**src/rtl/lemmings_pkg.sv**
```systemverilog
// Shared state encoding and transition rules for the lemmings walker family.
// Later variants reuse the 3-bit encoding and the next-state helper.
package lemmings_pkg;

   localparam int STATE_W = 3;

   typedef enum logic [STATE_W-1:0] {
      WALK_L = 3'd0,
      WALK_R = 3'd1,
      FALL_L = 3'd2,
      FALL_R = 3'd3,
      DIG_L  = 3'd4,
      DIG_R  = 3'd5,
      SPLAT  = 3'd6
   } lem_state_t;

   // Walking priority: no ground beats dig, dig beats bumps. A simultaneous
   // left+right bump counts as a bump on the side being walked toward.
   function automatic lem_state_t lem_next(input lem_state_t s,
                                           input logic bl,
                                           input logic br,
                                           input logic gnd,
                                           input logic dg,
                                           input logic fatal);
      lem_state_t n;
      n = s;
      case (s)
         WALK_L: begin
            if (!gnd)     n = FALL_L;
            else if (dg)  n = DIG_L;
            else if (bl)  n = WALK_R;
            else          n = WALK_L;
         end
         WALK_R: begin
            if (!gnd)     n = FALL_R;
            else if (dg)  n = DIG_R;
            else if (br)  n = WALK_L;
            else          n = WALK_R;
         end
         FALL_L:  n = gnd ? (fatal ? SPLAT : WALK_L) : FALL_L;
         FALL_R:  n = gnd ? (fatal ? SPLAT : WALK_R) : FALL_R;
         DIG_L:   n = gnd ? DIG_L : FALL_L;
         DIG_R:   n = gnd ? DIG_R : FALL_R;
         SPLAT:   n = SPLAT;
         default: n = WALK_L;
      endcase
      return n;
   endfunction

   function automatic logic lem_is_fall(input lem_state_t s);
      return (s == FALL_L) || (s == FALL_R);
   endfunction

   function automatic logic lem_is_dig(input lem_state_t s);
      return (s == DIG_L) || (s == DIG_R);
   endfunction

endpackage

```
**src/rtl/lemmings_fsm_sat_counter.sv**
```systemverilog
// Saturating up-counter: clr wins over inc, and q sticks at LIMIT.
module sat_counter #(
   parameter int WIDTH = 5,
   parameter int LIMIT = 21
) (
   input  logic             sys_clk,
   input  logic             sys_rst,
   input  logic             clr,
   input  logic             inc,
   output logic [WIDTH-1:0] q
);

   localparam logic [WIDTH-1:0] MAX_Q = WIDTH'(LIMIT);

   always_ff @(posedge sys_clk or posedge sys_rst) begin
      if (sys_rst) begin
         q <= '0;
      end else if (clr) begin
         q <= '0;
      end else if (inc && (q != MAX_Q)) begin
         q <= q + 1'b1;
      end
   end

endmodule

```
**src/rtl/lemmings_fsm.sv**
```systemverilog
// Moore lemming walker: walk, fall, dig, splat, with a saturating fall timer.
// Every output is a flop loaded from the next state, so all outputs are glitch-free.
module lemmings_fsm
   import lemmings_pkg::*;
#(
   parameter int FALL_LIMIT = 20,
   parameter int CNT_W      = 5
) (
   input  logic             sys_clk,
   input  logic             sys_rst,
   input  logic             bump_left,
   input  logic             bump_right,
   input  logic             ground,
   input  logic             dig,
   output logic             walk_left,
   output logic             walk_right,
   output logic             aaah,
   output logic             digging,
   output logic             splat,
   output logic [CNT_W-1:0] fall_cnt
);

   localparam logic [CNT_W-1:0] LIMIT_C = CNT_W'(FALL_LIMIT);

   generate
      if ((2 ** CNT_W) - 1 < FALL_LIMIT + 1) begin : g_bad_width
         $error("lemmings_fsm: CNT_W too small to hold FALL_LIMIT+1");
      end
   endgenerate

   lem_state_t state;
   lem_state_t state_nxt;
   logic       fatal;
   logic       cnt_inc;
   logic       cnt_clr;

   assign fatal     = (fall_cnt > LIMIT_C);
   assign state_nxt = lem_next(state, bump_left, bump_right, ground, dig, fatal);

   // Any live state with no ground underneath lands in (or stays in) a fall
   // state on this edge, so the counter tracks the cycles spent falling.
   assign cnt_inc = !ground && (state != SPLAT);
   assign cnt_clr = !cnt_inc;

   sat_counter #(
      .WIDTH (CNT_W),
      .LIMIT (FALL_LIMIT + 1)
   ) u_fall_cnt (
      .sys_clk (sys_clk),
      .sys_rst (sys_rst),
      .clr     (cnt_clr),
      .inc     (cnt_inc),
      .q       (fall_cnt)
   );

   always_ff @(posedge sys_clk or posedge sys_rst) begin
      if (sys_rst) begin
         state      <= WALK_L;
         walk_left  <= 1'b1;
         walk_right <= 1'b0;
         aaah       <= 1'b0;
         digging    <= 1'b0;
         splat      <= 1'b0;
      end else begin
         state      <= state_nxt;
         walk_left  <= (state_nxt == WALK_L);
         walk_right <= (state_nxt == WALK_R);
         aaah       <= lem_is_fall(state_nxt);
         digging    <= lem_is_dig(state_nxt);
         splat      <= (state_nxt == SPLAT);
      end
   end

endmodule

```
**config.mk**
```make
export PLATFORM = sky130hd
export DESIGN_NAME = lemmings_fsm
export DESIGN_NICKNAME = d
export VERILOG_FILES = /design/src/rtl/lemmings_pkg.sv /design/src/rtl/lemmings_fsm_sat_counter.sv /design/src/rtl/lemmings_fsm.sv
export SDC_FILE = /design/constraint.sdc
export NUM_CORES = 1
export LEC_CHECK = 0
export ABC_AREA = 1
export CAP_MARGIN = 40
export CORE_ASPECT_RATIO = 1.1
export CORE_MARGIN = 3
export CORE_UTILIZATION = 53
export CTS_CLUSTER_DIAMETER = 40
export DETAILED_ROUTE_END_ITERATION = 7
export PLACE_DENSITY = 0.81
export SLEW_MARGIN = 25
export SYNTH_ARGS = -nofsm -noshare
export SYNTH_HDL_FRONTEND = slang
export SYNTH_HIERARCHICAL = 1
export SYNTH_SLANG_ARGS = --single-unit
```
**constraint.sdc**
```tcl
create_clock -name sys_clk -period 3.6 [get_ports sys_clk]
set_input_delay 0.54 -clock sys_clk [delete_from_list [all_inputs] [get_ports sys_clk]]
set_output_delay 0.54 -clock sys_clk [all_outputs]
set_load 0.02 [all_outputs]
```
==> qor.json <==
{
  "setup_path": {
    "critPathSlowestCell": "sky130_fd_sc_hd__clkdlybuf4s50_1",
    "crit_reg_reg_endpoint": "walk_right",
    "cp.arrival_ns": 1.52,
    "ff2ff_path_depth": 8,
    "startpoint_type": "flip-flop",
    "worstPathCellList": "clkdlybuf4s50_1",
    "max_stage_delay_ns": 0.68,
    "crit_path_max_fanout": 10,
    "cp.buffers_inverters": 1,
    "worstReg2RegStart": "u_fall_cnt/q[2]",
    "timing.critical_path.required_ns": 3.06,
    "setup.worst_path.class": "flip-flop to output pin",
    "reg2reg_setup_slack_ns": 2.24,
    "cpLargestDelayFamily": "buffers and inverters",
    "worst_setup_path_end_kind": "output pin"
  },
  "sta": {
    "finalWorstSetupSlack_ns": 1.54,
    "max_freq_ghz": 0.484,
    "fin_crit_sh": 0.573,
    "worst_margin_slew_ns": 0.376,
    "hold-worst-slack_ns": 0.487,
    "finalHoldViolCount": 0,
    "max_slew_margin": 0.749,
    "tns_ns": 0,
    "clock-skew-final_ns": 0.00158,
    "post-route-min-period_ns": 2.06,
    "report.final.setup_viol": 0,
    "finalMaxSlewViolations": 0,
    "rsz0062_at_grt": "false"
  },
  "global_route": {
    "antenna_found_initial": 0,
    "grt_usage": 0.189,
    "grt_use_met2": 0.331,
    "global_route.peak_usage_layer": "met2",
    "global_route.usage.met3": 0.0714,
    "met1_usage": 0.213,
    "grt_first_pass_wirelength_um": 2860,
    "grt_max_degree": 11,
    "vias_in_the_first_global_route": 668,
    "overflow": 0
  },
  "pwr": {
    "power.ir.vdd_worst_v": 0.000335,
    "report.power.total_uw": 530,
    "comb_power_share": 0.423,
    "p_leak_nw": 0.513,
    "seq_power_share": 0.410,
    "cellPowerDensity_nw_per_um2": 512,
    "switching_power_uw": 213,
    "clock_power_share": 0.167,
    "power.switching_fraction": 0.402,
    "internal_power_uw": 317
  },
  "synthesis": {
    "flip_flop_and_latch_count_after_synthesis": 13,
    "synthesis.instances": 111,
    "syn_area_um2": 850,
    "synth_cell_types": 22,
    "synthesis.yosys.warnings": 6,
    "syn_avg_cell_area_um2": 7.65,
    "synth_nets": 119,
    "synth_seq_area_share": 0.384
  },
  "finish": {
    "area.growth.synth_to_final_pct": 21.8,
    "final_layout_size_suffix_gt1_frac": 0.186,
    "antenna_diode_count": 0,
    "mostFrequentLayoutCells": "sky130_fd_sc_hd__nand2_1, sky130_fd_sc_hd__nor2_1, sky130_fd_sc_hd__nand3_1, sky130_fd_sc_hd__clkdlybuf4s50_1, sky130_fd_sc_hd__dfrtp_1",
    "mostFrequentLayoutCell": "sky130_fd_sc_hd__nand2_1",
    "num-nets-final": 138
  },
  "detailed_routing": {
    "detail_route.wirelength_um": 1680,
    "routed_via_density": 5.13,
    "routedWlPerCell_um": 11.6,
    "final_antenna_net_count": 0,
    "detailroute.via_count": 744,
    "drcViolationCount": 0,
    "drt-pass1-iter-count": 4,
    "drt_iter0_drc": 21
  },
  "floorplanning": {
    "floorplan.die.height_um": 48.0,
    "design.die.area_um2": 2120,
    "fp.dieW_um": 44.2,
    "core_region_area_um2": 1440,
    "io-pin-count": 16,
    "floorplan.initialDensity": 0.591,
    "std_cell_rows": 14
  },
  "clock_network": {
    "cts.root.buffer_cell": "sky130_fd_sc_hd__clkbuf_4",
    "clock_latency_ns": 0.27,
    "clock_path_buffers": 2,
    "tritoncts": "done",
    "cts-resized-gates": 0,
    "clkTransAtPathRegs_ns": 0.07,
    "htree_num_levels": 1,
    "cts-hold-fix-buffers": 0,
    "numCtsBuffers": 3,
    "cts.sinks": 13,
    "cts.repair_timing.setup_buffer_count": 0
  },
  "hold_path": {
    "hold_path_class": "input port to async pin"
  },
  "placement": {
    "gp_congestion": 0.940,
    "io_buffers": 15,
    "dp_hpwl_um": 1340,
    "preCtsSetupSlack_ns": 1.74
  },
  "status": {
    "outcome": "complete, no violations"
  },
  "run": {
    "max_capacitance_violation_total": 0
  }
}
[kinds of logic (layout without fill, tap and decap cells)]
kind of cell | Yosys count | after routing | synth area share
AO/OA/AOI/OAI | 4 | 4 | 0.0309
XOR/XNOR | 1 | 1 | 0.0103
adder cells (fa/ha/maj) | 2 | 2 | 0.0295
buffers and inverters | 18 | 36 | 0.106
flip-flops | 13 | 13 | 0.384
AND/OR/NAND/NOR | 73 | 73 | 0.439
[synthesized netlist by cell type (all sizes together)]
cell	instances	area, um^2
o21a	1	7.51
nor2	18	72.6
dfrtp	12	300
buf	1	11.3
a21oi	2	13.8
o21ai	1	5.00
dfstp	1	26.3
nand3	17	95.1
xnor2	1	8.76
nand4	5	46.3
clkinv	1	5.00
inv	15	56.3
nand2	33	159
ha	2	25.0
bufinv	1	17.5
[worst reg2reg max path, stage by stage, from the launching register on]
cell and delay [ns]:
sky130_fd_sc_hd__dfrtp_1 0.57, sky130_fd_sc_hd__inv_1 0.08, sky130_fd_sc_hd__nor2_1 0.09, sky130_fd_sc_hd__nand3_1 0.11, sky130_fd_sc_hd__nand3_1 0.13, sky130_fd_sc_hd__nand2_1 0.10
sky130_fd_sc_hd__nand2_1 0.07, sky130_fd_sc_hd__nand2_1 0.05, sky130_fd_sc_hd__nor2_1 0.10
[layer usage]
layer,up-vias,share of wire
met5,-,0
met4,0,0.023
met3,6,0.043
met2,14,0.52
met1,339,0.42
li1,385,-
[power groups by stage]
| stage | clock network [mW] | registers, mW | logic, mW |
|---|---|---|---|
| 3_5_place_dp | 0 | 0.220 | 0.225 |
| 5_1_grt | 0.0955 | 0.224 | 0.250 |
| 3_3_place_gp | 0 | 0.219 | 0.220 |
| 2_1_floorplan | 0 | 0.236 | 0.134 |
| 4_1_cts | 0.0893 | 0.218 | 0.226 |
| 6_report | 0.0883 | 0.218 | 0.224 |
[state kept, by name (all words and copies together) (netlist names)]
register and cells:
state 3, walk_right 1, digging 1, splat 1
aaah 1, u_fall_cnt/q 5, walk_left 1
[worst max path at each step]
stage / start / to / slack (ns) / depth (start not counted)
finish: u_fall_cnt/q[2] / fall_cnt[2] / 1.54 / 1
global route: u_fall_cnt/q[2] / fall_cnt[2] / 1.46 / 1
CTS: u_fall_cnt/q[2] / fall_cnt[2] / 1.54 / 1
detailed placement: ground / u_fall_cnt/q[1] / 1.74 / 8
global placement: ground / u_fall_cnt/q[4] / 1.79 / 8
floorplan: u_fall_cnt/q[0] / u_fall_cnt/q[4] / 2.34 / 6
[final cells by class]
class,count,area [um^2]
inverters,17,78.8
fillers,112,402
flip-flops and latches,13,327
well taps,16,20.0
multi-input cells,80,433
repair buffers,15,150
clock buffers,4,26.3
[through the flow]
step | util | std cells | area, um^2
2_1_floorplan | - | 111 | 850
3_3_place_gp | 0.702 | 141 | 1010
3_5_place_dp | 0.702 | 141 | 1010
4_1_cts | 0.720 | 145 | 1030
5_1_grt | 0.720 | 145 | 1030
6_report | 0.720 | 145 | 1030
Power figures use the tool's default switching activity.
==> RTL edit, RTL diff (same flow settings) <==
Set the parameter `CNT_W` to 7 (it was 5).
--- a/src/rtl/lemmings_fsm.sv
+++ b/src/rtl/lemmings_fsm.sv
@@ -4,7 +4,7 @@
    import lemmings_pkg::*;
 #(
    parameter int FALL_LIMIT = 20,
-   parameter int CNT_W      = 5
+   parameter int CNT_W      = 7
 ) (
    input  logic             sys_clk,
    input  logic             sys_rst,
Ports: changed (resized fall_cnt); port bits go from 16 to 18. No check against the original RTL was run, so the function may have changed too.
==> RTL edit against the original RTL <==
- wire length is 16% higher
- cell area is 15% higher
- clock skew is 0.0017 ns higher
- global-route usage is 1.3 points higher
- first-iteration DRC count is 14% higher
- setup slack better by 0.089 ns
- sequential power is 5% higher
- largest power group is now registers
- power is 0.64% lower
- area after synthesis is 15% higher
- sequential cell count is 2 higher
==> RTL edit: results (changes against the original RTL) <==
<table>
<tr><th>Metric</th><th>Value</th></tr>
<tr><th colspan="2">Status</th></tr>
<tr><td>Result of the run</td><td>finished, final reports clean</td></tr>
<tr><th colspan="2">Drt</th></tr>
<tr><td>Drt via density</td><td>4.88 (-4.9%)</td></tr>
<tr><td>Initial DRC Count</td><td>24 (+14%)</td></tr>
<tr><td>Vias</td><td>883 (+19%)</td></tr>
<tr><td>Routed wirelength normalized by instance count</td><td>10.8 um (-6.8%)</td></tr>
<tr><th colspan="2">Final layout</th></tr>
<tr><td>Nets</td><td>173 (+25%)</td></tr>
<tr><td>Registers with the most flip-flops</td><td>u_fall_cnt/q: 7 flops, state: 3 flops</td></tr>
<tr><th colspan="2">STA</th></tr>
<tr><td>Max frequency</td><td>0.506 GHz (+4.5%)</td></tr>
<tr><td>Clock skew after layout</td><td>0.00326 ns (+0.00168 ns)</td></tr>
<tr><td>Worst hold slack across all endpoints</td><td>0.522 ns (+0.0359 ns)</td></tr>
<tr><th colspan="2">Placement</th></tr>
<tr><td>Placed Cells incl. Taps</td><td>177 (+26%)</td></tr>
<tr><td>Placed instance area</td><td>1170 sq um (+16%)</td></tr>
<tr><td>Pre-CTS setup slack</td><td>1.64 ns (-0.0992 ns)</td></tr>
<tr><th colspan="2">Global routing</th></tr>
<tr><td>Number of global-route vias before repair</td><td>811 (+21%)</td></tr>
<tr><td>Total GRT Usage</td><td>20.2% (+1.3 points)</td></tr>
<tr><td>First-pass GRT wire length</td><td>3.51 mm (+22%)</td></tr>
<tr><th colspan="2">Synth</th></tr>
<tr><td>Leading post-synthesis cells by instance count</td><td>sky130_fd_sc_hd__nand2_1 (42), sky130_fd_sc_hd__inv_1 (20), sky130_fd_sc_hd__nor2_1 (19), sky130_fd_sc_hd__dfrtp_1 (14), sky130_fd_sc_hd__nand3_1 (11)</td></tr>
<tr><td>Sequential share of the synthesized area</td><td>38.6% (+0.20 points)</td></tr>
<tr><td>Mapped Nets</td><td>151 (+27%)</td></tr>
<tr><td>Synthesized instance count</td><td>143 (+29%)</td></tr>
<tr><td>Top post-synthesis cells by area</td><td>sky130_fd_sc_hd__dfrtp_1 (36%), sky130_fd_sc_hd__nand2_1 (16%), sky130_fd_sc_hd__inv_1 (7.7%), sky130_fd_sc_hd__nor2_1 (7.3%), sky130_fd_sc_hd__nand3_1 (5.6%)</td></tr>
<tr><th colspan="2">Critical path</th></tr>
<tr><td>Length in cells of the worst reg-to-reg path</td><td>10 (+2)</td></tr>
<tr><td>Crit path arrival time</td><td>1.44 ns (-0.08 ns)</td></tr>
<tr><td>Startpoint of the worst register-to-register path</td><td>state[2]$_DFF_PP0_</td></tr>
<tr><td>Reg2reg end</td><td>u_fall_cnt/q[6]$_DFFE_PP0P_</td></tr>
<tr><td>Maximum fanout encountered on the critical timing path</td><td>8 (-2)</td></tr>
<tr><td>FF-to-FF setup slack</td><td>2.14 ns (-0.10 ns)</td></tr>
<tr><th colspan="2">Power</th></tr>
<tr><td>Peak VDD IR</td><td>0.288 mV (-14%)</td></tr>
<tr><td>Leakage power</td><td>0.000603 uW (+18%)</td></tr>
</table>
RTL edit: changes by cell type after synthesis, sizes merged, moves of 3 or more:
cell | before | now
inv | 15 | 24
o21ai | 1 | 4
nand3 | 17 | 13
nor2 | 18 | 25
nand2 | 33 | 50
RTL edit: cell type report:
type / count / area [sq um] / area share, %
Clock buffer: 3 / 22.5 / 1.89
Clock inverter: 1 / 5.00 / 0.419
Inverter: 27 / 104 / 8.70
Multi-Input combinational cell: 101 / 494 / 41.4
Sequential cell: 15 / 377 / 31.6
Tap cell: 17 / 21.3 / 1.78
Timing Repair Buffer: 17 / 170 / 14.3
RTL edit: how the worst max path moves through the flow:
stage	cells past startpoint	endpoint
after floorplan	10	u_fall_cnt/q[6]$_DFFE_PP0P_
after global placement	9	u_fall_cnt/q[6]$_DFFE_PP0P_
after detailed placement	9	u_fall_cnt/q[0]$_DFFE_PP0P_
after CTS	1	fall_cnt[2]
after global routing	1	fall_cnt[3]
final	1	fall_cnt[2]
RTL edit: cells by family after synthesis:
logic type	Yosys count	share of synthesized area, %
buffers and inverters	27	10.7
adder cells (fa/ha/maj)	2	2.57
flip-flops	15	38.6
AO/OA/AOI/OAI	6	3.85
XOR/XNOR	1	0.899
AND/OR/NAND/NOR	92	43.4
RTL edit: where the power goes:
group / total (uW) / internal, uW / switching, uW
Clock: 96.3 / 41.2 / 55.2
Sequential: 229 / 199 / 30.7
Combinational: 201 / 82.1 / 119
Total: 527 / 322 / 205
RTL edit: layer usage:
layer  vias to the layer above  track usage (%)  wire length [um]
li1                        471                -                 -
met1                       397             28.8               957
met2                        13             29.9               911
met3                         2             3.52                68
met4                         0             7.83                17
met5                         -                0                 0
